==> src/rtl/memory_writer.sv <==
// Sequential memory loader: on START, accepts DEPTH words over a valid/ready
// handshake and writes them to consecutive addresses with one cycle of latency.
module memory_writer #(
  parameter int WIDTH = 5,
  parameter int DEPTH = 4,
  localparam int AW = (DEPTH > 2) ? $clog2(DEPTH) : 1
) (
  input  logic             CLK,
  input  logic             ASYNCRESETN,
  input  logic             START,
  input  logic             IN_VALID,
  input  logic [WIDTH-1:0] IN_DATA,
  output logic             IN_READY,
  output logic             WEN,
  output logic [AW-1:0]    WADDR,
  output logic [WIDTH-1:0] WDATA,
  output logic             BUSY,
  output logic             DONE,
  output logic [AW:0]      COUNT
);

  typedef enum logic [1:0] {
    IDLE   = 2'd0,
    WRITE  = 2'd1,
    FINISH = 2'd2
  } state_t;

  localparam logic [AW-1:0] LAST_ADDR = AW'(DEPTH - 1);

  state_t           state_q, state_d;
  logic [AW-1:0]    addr_q, addr_d;
  logic [AW:0]      count_q, count_d;
  logic             wen_q, wen_d;
  logic [AW-1:0]    waddr_q, waddr_d;
  logic [WIDTH-1:0] wdata_q, wdata_d;
  logic             busy_q, busy_d;
  logic             done_q, done_d;

  // Ready depends on state alone so it never forms a loop with IN_VALID.
  assign IN_READY = (state_q == WRITE);

  always_comb begin
    state_d = state_q;
    addr_d  = addr_q;
    count_d = count_q;
    wen_d   = 1'b0;
    waddr_d = waddr_q;
    wdata_d = wdata_q;
    done_d  = 1'b0;
    case (state_q)
      IDLE: begin
        if (START) begin
          state_d = WRITE;
          addr_d  = '0;
          count_d = '0;
        end
      end
      WRITE: begin
        if (IN_VALID) begin
          wen_d   = 1'b1;
          waddr_d = addr_q;
          wdata_d = IN_DATA;
          count_d = count_q + (AW+1)'(1);
          if (addr_q == LAST_ADDR) begin
            state_d = FINISH;
            addr_d  = '0;
            done_d  = 1'b1;
          end else begin
            addr_d = addr_q + AW'(1);
          end
        end
      end
      FINISH:  state_d = IDLE;
      default: state_d = IDLE;
    endcase
    busy_d = (state_d == WRITE);
  end

  always_ff @(posedge CLK or negedge ASYNCRESETN) begin
    if (!ASYNCRESETN) begin
      state_q <= IDLE;
      addr_q  <= '0;
      count_q <= '0;
      wen_q   <= 1'b0;
      waddr_q <= '0;
      wdata_q <= '0;
      busy_q  <= 1'b0;
      done_q  <= 1'b0;
    end else begin
      state_q <= state_d;
      addr_q  <= addr_d;
      count_q <= count_d;
      wen_q   <= wen_d;
      waddr_q <= waddr_d;
      wdata_q <= wdata_d;
      busy_q  <= busy_d;
      done_q  <= done_d;
    end
  end

  assign WEN   = wen_q;
  assign WADDR = waddr_q;
  assign WDATA = wdata_q;
  assign BUSY  = busy_q;
  assign DONE  = done_q;
  assign COUNT = count_q;

endmodule

==> config.mk <==
export PLATFORM = sky130hd
export DESIGN_NAME = memory_writer
export DESIGN_NICKNAME = d
export VERILOG_FILES = /design/src/rtl/memory_writer.sv
export SDC_FILE = /design/constraint.sdc
export NUM_CORES = 1
export LEC_CHECK = 0
export CAP_MARGIN = 30
export CORE_ASPECT_RATIO = 0.8
export CORE_UTILIZATION = 40
export CTS_BUF_LIST = sky130_fd_sc_hd__clkbuf_8 sky130_fd_sc_hd__clkbuf_16
export DETAILED_ROUTE_END_ITERATION = 6
export GPL_TIMING_DRIVEN = 0
export PLACE_DENSITY_LB_ADDON = 0.12
export SYNTH_ARGS = -nofsm -noshare
export SYNTH_HDL_FRONTEND = slang
export SYNTH_SLANG_ARGS = --single-unit
==> constraint.sdc <==
create_clock -name CLK -period 1.6 [get_ports CLK]
set_clock_uncertainty 0.2 [all_clocks]
set_input_delay 0.32 -clock CLK [delete_from_list [all_inputs] [get_ports CLK]]
set_output_delay 0.32 -clock CLK [all_outputs]
set_load 0.005 [all_outputs]
==> reports/qor.yml <==
synth_area_um2: 760.7
synthTopCellsByArea: "dfrtp_1, mux2_4, a22o_1"
num_io_pins: 23
ir_drop_uv: 917.3
syn_nets: 62
synth_cell_types: 17
multi_input_area_um2: 312.8
die-height_um: 41.01
routed_wl_um: 1482
vias: 518
crit_type: "reg -> reg"
viasPerCell: 4.933
relSlewSlack_pct: 49.08
placementRows: 13
htreeDepth: 1
end_kind: "flop"
cap_violations: 0
power_uw: 1927
dpl_cell_area_um2: 998.5
worst-path-max-fanout: 8
place_congestion: 0.6539
final_nets: 95
core_area_um2: 1708
numCtsBuffers: 3
antennaDiodeCount: 0
critPathRequiredTime_ns: 1.54
track_usage_pct: 17.50
fillers: 158
rsz0062_at_grt: "false"
overflow: 0
ys.warnings.count: 0
synth_top_area_share_pct: 55.92
grt_pass1_vias: 526
drtAntennaViolNets: 0
critPathArrivalTime_ns: 1.48
root_buffer: "clkbuf_8"
clockBufferDepth: 2
p_leak_uw: 0.0005743
setup_viol: 0
drcViolationCount: 0
fin_area_um2: 1090
post-place-ws_ns: -0.1333
drive_above_1_share_pct: 31.33
timing.final.ws_setup_ns: 0.05787
cts.reportedPaths.clkPinSlew_ns: 0.07
startpoint_type: "flop"
yosysSeqAreaShare_pct: 55.92
dp_hpwl_um: 910.8
avgSynthCellArea_um2: 14.92
antenna_found_initial: 0
clk_latency_ns: 0.25
routedWlPerCell_um: 14.11
hold_violations: 0
grt_max_degree: 18
power.density_nw_per_um2: 1769
fin_crit_ns: 1.542
fin_crit_sh_pct: 96.38
seq_area_um2: 425.4
synth-seq-cells: 17
drv_slew: 0
die_w_um: 50.76
cts_tree: "built"
max_freq_mhz: 648.5
firstDrtPassIters: 4
yosys.area.top_type: "dfrtp_1"
dieArea_um2: 2081
initialDrtViolationCount: 3
tightest_slew_ns: 0.7615
synthCells: 51
hold_class: "in -> reg"
placement.io_buffers: 21
area_growth_pct: 43.26
start_util_pct: 44.54
setup_tns_ns: 0
status: "finished, final reports clean"
grt_pass1_wl_um: 2477
cts_sinks: 17
-- cell usage after synthesis (all sizes together) --
| cell type | count |
|---|---|
| o21bai | 1 |
| dfrtp | 17 |
| buf | 2 |
| nand2 | 2 |
| and2b | 1 |
| a31oi | 2 |
| a22o | 8 |
| nor2 | 2 |
| inv | 2 |
| mux2 | 9 |
| and3 | 2 |
| nor2b | 1 |
| ha | 2 |
-- through the flow --
stage	hold WS (ns)	utilization, %	instances
after floorplan	-0.1756	-	51
final	0.1104	63.81	105
after CTS	0.1039	63.59	105
after global placement	0.2929	58.46	94
after global routing	0.1195	63.81	105
after detailed placement	0.2930	58.46	94
-- per-layer routing --
layer / GRT usage, % / vias up / routed length [µm]
met2: 28.67 / 13 / 679
met3: 6.667 / 2 / 85
li1: - / 249 / -
met4: 6.250 / 0 / 11
met1: 21.71 / 254 / 706
met5: 0 / - / 0
-- cells in the final DEF (no fill, tap or decap), types with 3 or more instances in the layout --
cell,n
a22o_1,8
clkbuf_8,3
dfrtp_1,17
dlygate4sd2_1,11
clkdlybuf4s50_1,7
inv_1,3
mux2_4,8
buf_4,7
-- kinds of logic (layout without fill, tap and decap cells) --
| kind of cell | count (synthesis) | in the layout | synth area share [%] |
|---|---|---|---|
| mux | 9 | 9 | 16.78 |
| compound gates | 11 | 11 | 12.34 |
| flops | 17 | 17 | 55.92 |
| fa+ha+maj | 2 | 2 | 3.289 |
| buf+inv | 4 | 36 | 3.455 |
| simple gates | 8 | 8 | 8.224 |
-- path summary, 6_finish.rpt --
| kind | from | end | slack (ns) | cells after the start |
|---|---|---|---|---|
| worst min register to register | WDATA[3]$_DFFE_PN0P_ | WDATA[3]$_DFFE_PN0P_ | 0.30 | 1 |
| min in group asynchronous | ASYNCRESETN | WDATA[4]$_DFFE_PN0P_ | 0.31 | 1 |
| worst max-delay path | state_q[0]$_DFF_PN0_ | WDATA[2]$_DFFE_PN0P_ | 0.06 | 5 |
| worst min-delay path | IN_VALID | state_q[0]$_DFF_PN0_ | 0.11 | 2 |
| max in group asynchronous | ASYNCRESETN | BUSY$_DFF_PN0_ | 0.41 | 1 |
| worst max register to register | state_q[0]$_DFF_PN0_ | WDATA[2]$_DFFE_PN0P_ | 0.06 | 5 |
-- report_power, final --
group | total [µW] | switching (µW) | internal [µW]
Combinational | 911 | 335 | 576
Sequential | 700 | 98.7 | 601
Clock | 316 | 146 | 170
-- cell type report --
cell class,count,share of cell area (%)
flip-flops and latches,17,39.04
inverters,2,0.6889
clock inverters,1,0.3444
plain buffers,2,2.067
well taps,22,2.526
multi-input cells,30,28.70
repair buffers,28,22.85
clock buffers,3,3.789
-- worst max-delay path: stages (launching register included) --
cell and delay [ns]:
dfrtp_1 0.38, buf_6 0.12, and2b_4 0.16, buf_4 0.15
nand2_8 0.11, mux2_4 0.31
-- state kept, by name, indices dropped and copies added, names as in the netlist --
signal	flops
WADDR	2
DONE	1
WDATA	5
WEN	1
COUNT	3
addr_q	2
BUSY	1
state_q	2
-- timing repair --
action / 4_1_cts / 5_1_grt
pin swaps: 0 / 1
hold buffers: 0 / 0
endpoints found under the hold margin: 0 / 0
buffers inserted: 7 / 1
gates resized for setup: 14 / 4
setup endpoints to repair: 12 / 4
Note: power is estimated with default switching activity, not from simulation.
==> patch 1, RTL diff (config.mk and constraints unchanged) <==
The parameter `WIDTH` goes from 5 to 10.
--- a/src/rtl/memory_writer.sv
+++ b/src/rtl/memory_writer.sv
@@ -3,3 +3,3 @@
 module memory_writer #(
-  parameter int WIDTH = 5,
+  parameter int WIDTH = 10,
   parameter int DEPTH = 4,
Interface: changed (resized IN_DATA and WDATA); port bits go from 23 to 33. No check against the original RTL was run, so the function may have changed too.
==> patch 1 against the unedited design <==
Total power up 28%. Die area up 22%. Setup slack better by 0.0038 ns. Hold slack better by 0.054 ns. Count of clock-buffer cells in the layout unchanged. Synthesized area up 23%. Synthesized cell count up 20%. Critical endpoint is now IN_READY. Cell count up 23%. Sequential share of layout area up 0.22 points. Largest cell class unchanged. First-iteration DRC count up 100%. Sequential cell count up 5. Routed wire length up 16%. Cell area up 29%.
==> patch 1: results (changes against the unedited design) <==
| Metric | Value |
|---|---|
| Leakage | `0.0007156 uW (was 0.0005743 uW)` |
| Wl on met1 | `853 um (was 706 um)` |
| Worst reg2reg path depth | `4 (was 5)` |
| M3 GR Usage | `0.06304 (was 0.06667)` |
| Vias per cell | `4.922 (was 4.933)` |
| Post-synthesis net count | `77 (was 62)` |
| Gr usage total | `0.1535 (was 0.1750)` |
| Clock-cell share | `0.05085 (was 0.04133)` |
| Distinct cells, synth | `15 (was 17)` |
| Setup crit start | `state_q[1] (was state_q[0])` |
| Port bufs | `32 (was 21)` |
| R2R Setup Slk | `0.08 ns (was 0.06 ns)` |
| Comb power | `1050 uW (was 911 uW)` |
| Switch share | `0.2694 (was 0.3006)` |
| Largest net degree at the start of global routing | `15 (was 18)` |
| Top post-synthesis cells by area | `dfrtp_1, mux2_4, a22o_1, mux2_2, ha_1 (was dfrtp_1, mux2_4, a22o_1, ha_1, nand2_8)` |
| RR Endpoint | `WDATA[8] (was WDATA[2])` |
| Met2 Resource Use GR | `0.2381 (was 0.2867)` |
| Vias in the first global route | `631 (was 526)` |
| WP data arrival | `1.02 ns (was 1.48 ns)` |
| First-pass GRT wire length | `2911 um (was 2477 um)` |
| Initial antenna violation count | `0 (unchanged)` |
| Min-Delay Path Class | `primary input to async pin (was primary input to flip-flop)` |
| Crit-path max FO | `4 (was 8)` |
| Buffering overhead | `0.2712 (was 0.2491)` |
| Outcome | `completed (unchanged)` |
| DR WL met3 | `136 um (was 85 um)` |
| Seq/Total Area, Yosys | `0.5867 (was 0.5592)` |
| Logic pwr share | `0.426 (was 0.473)` |
| Seq area share | `0.3925 (was 0.3904)` |
| Nets | `121 (was 95)` |
| Commonest cells in the synthesized netlist | `dfrtp_1, mux2_4, a22o_1 (was dfrtp_1, a22o_1, mux2_4)` |
| Gpl congestion | `0.7435 (was 0.6539)` |
| Wire length on met2 | `725 um (was 679 um)` |
| Adder-Cell Fraction of Synth Area | `0.02667 (was 0.03289)` |
| Post-DP HPWL | `1196 um (was 910.8 um)` |
| Buffers outside the clock class | `41 (was 30)` |
| P_seq | `907 uW (was 700 uW)` |
| Compound-Gate Fraction of Synth Area | `0.09600 (was 0.1234)` |
| Avg WL per Cell | `13.38 um (was 14.11 um)` |
| Ratio of cells with drive above 1 in the final layout | `0.2981 (was 0.3133)` |
| Largest register FFs | `10 (was 5)` |
| # fillers | `184 (was 158)` |
| #MultiIn Comb | `35 (was 30)` |
| Met1 usage | `0.2011 (was 0.2171)` |
| Critical Path End | `IN_READY (was WDATA[2])` |
## patch 1: cell types whose count changed after synthesis
cell,change
dfrtp_1,+5
mux2_2,+4
mux2_4,+2
buf_4,-1
buf_6,+1
mux2_1,-1
nand2_4,+1
nand2_8,-1
nor2b_1,+1
nor2b_2,-1
o21bai_1,+1
o21bai_2,-1
## patch 1: through the flow
stage / setup TNS [ns] / worst slack (ns) / instance area (sq um) / std cells / hold WS (ns)
2_1_floorplan: 0 / 0.09097 / 938.4 / 61 / -0.1756
3_3_place_gp: -7.591 / -0.2730 / 1290 / 118 / 0.2882
3_5_place_dp: -4.071 / -0.2850 / 1305 / 119 / 0.2925
4_1_cts: 0 / 0.003815 / 1416 / 132 / 0.1757
5_1_grt: 0 / 0.01800 / 1403 / 129 / 0.1851
6_report: 0 / 0.06164 / 1403 / 129 / 0.1644
## patch 1: repair_timing
item | 4_1_cts | 5_1_grt
setup endpoints to repair | 19 | 11
resized for setup | 22 | 3
buffers inserted | 9 | 0
==> patch 2, RTL diff (config.mk and constraints unchanged) <==
Without the edit above. Reset style: synchronous (`ASYNCRESETN`), changed in one clocked block.
--- a/src/rtl/memory_writer.sv
+++ b/src/rtl/memory_writer.sv
@@ -78,3 +78,3 @@
 
-  always_ff @(posedge CLK or negedge ASYNCRESETN) begin
+  always_ff @(posedge CLK) begin
     if (!ASYNCRESETN) begin
Check against the original RTL: differs if ASYNCRESETN is asserted again (counterexample within 4 cycles, from zero or initial values and one cycle with ASYNCRESETN low); with ASYNCRESETN held inactive, the same outputs for 10 cycles.
==> patch 2 against the unedited design <==
Cell area is 4.5% lower. First-iteration DRC count is 33% lower. Die area is 8.2% lower. Hold slack better by 0.15 ns. Routed wire length is 2.4% lower. Setup slack worse by 0.031 ns. Synthesized area is 8.6% lower. Sequential cell count stayed put. Sequential share of layout area is 5.7 points lower. Largest cell class unchanged.
Power is not compared: it rests on default switching activity, and its combinational part moved more than twofold at a synthesized area within 25%.
==> patch 2: results (changes against the unedited design) <==
| Metric | Value |
|---|---|
| Worst path max stage delay | `0.49 ns (was 0.38 ns)` |
| Seq/Total Area, Yosys | `0.4892 (was 0.5592)` |
| Commonest cells in the synthesized netlist | `dfxtp_1, a21boi_0, nand3_1 (was dfrtp_1, a22o_1, mux2_4)` |
| Nets | `114 (was 95)` |
| Compound-Gate Fraction of Synth Area | `0.1835 (was 0.1234)` |
| First-pass GRT wire length | `2311 um (was 2477 um)` |
| Register area | `346.6 sq um (was 425.4 sq um)` |
| Postcts setup bufs | `2 (was 7)` |
| WP data arrival | `1.05 ns (was 1.48 ns)` |
| Clock-cell share | `0.04447 (was 0.04133)` |
| Largest net degree at the start of global routing | `11 (was 18)` |
| Crit-path max FO | `1 (was 8)` |
| Vias per cell | `4.855 (was 4.933)` |
| Gr usage total | `0.1737 (was 0.1750)` |
| FFs & Latches | `17 (unchanged)` |
| Finished Layout Cells | `124 (was 105)` |
| Vias in the first global route | `510 (was 526)` |
| Synth Flop Type | `dfxtp_1 (was dfrtp_1)` |
| Port bufs | `22 (was 21)` |
| Ratio of cells with drive above 1 in the final layout | `0.1961 (was 0.3133)` |
| Setup crit start | `BUSY (was state_q[0])` |
| Slowest CP cell | `clkdlybuf4s50_1 (was dfrtp_1)` |
| Top post-synthesis cells by area | `dfxtp_1, a21boi_0, nand3_1, o21ai_0, ha_1 (was dfrtp_1, mux2_4, a22o_1, ha_1, nand2_8)` |
| DR WL met3 | `113 um (was 85 um)` |
| Min-Delay Path Class | `flip-flop to flip-flop (was primary input to flip-flop)` |
| Post-synth ARST share | `0 (was 1.000)` |
| Post-layout util | `0.6400 (was 0.6381)` |
| Outcome | `completed (unchanged)` |
| Adder-Cell Fraction of Synth Area | `0.03597 (was 0.03289)` |
| #MultiIn Comb | `50 (was 30)` |
| Hold path startpoint | `WDATA[4] (was IN_VALID)` |
| Gpl congestion | `0.7271 (was 0.6539)` |
| Placed Cells | `117 (was 94)` |
| CTS resizes | `19 (was 14)` |
| Wire length on met2 | `616 um (was 679 um)` |
| Post-DP HPWL | `941.3 um (was 910.8 um)` |
| Buffering overhead | `0.2680 (was 0.2491)` |
patch 2: cell count changes after synthesis, sizes merged, moves of 3 or more:
cell and delta:
clkbuf +3, mux2 -9, dfxtp +17, a21oi +3, nand3 +7, a21boi +8
o21ai +6, nand2 +4, dfrtp -17, a22o -8
patch 2: final timing paths:
check / end / slack, ns
hold reg to reg: WDATA[4] / 0.26
setup reg to reg: COUNT[1] / 0.05
setup / recovery: BUSY / 0.03
hold / removal: WDATA[4] / 0.26
patch 2: power by group through the flow:
stage / combinational [uW] / sequential, uW / clock, uW
final: 118 / 447 / 321
after global routing: 128 / 448 / 357
after CTS: 109 / 447 / 333
after detailed placement: 108 / 456 / 0
after global placement: 107 / 455 / 0
after floorplan: 49.0 / 456 / 0
patch 2: per-layer routing:
| layer | GRT usage | vias up |
|---|---|---|
| li1 | - | 316 |
| met1 | 0.2103 | 264 |
| met2 | 0.2604 | 18 |
| met3 | 0.08140 | 4 |
| met4 | 0.08824 | 0 |
| met5 | 0 | - |
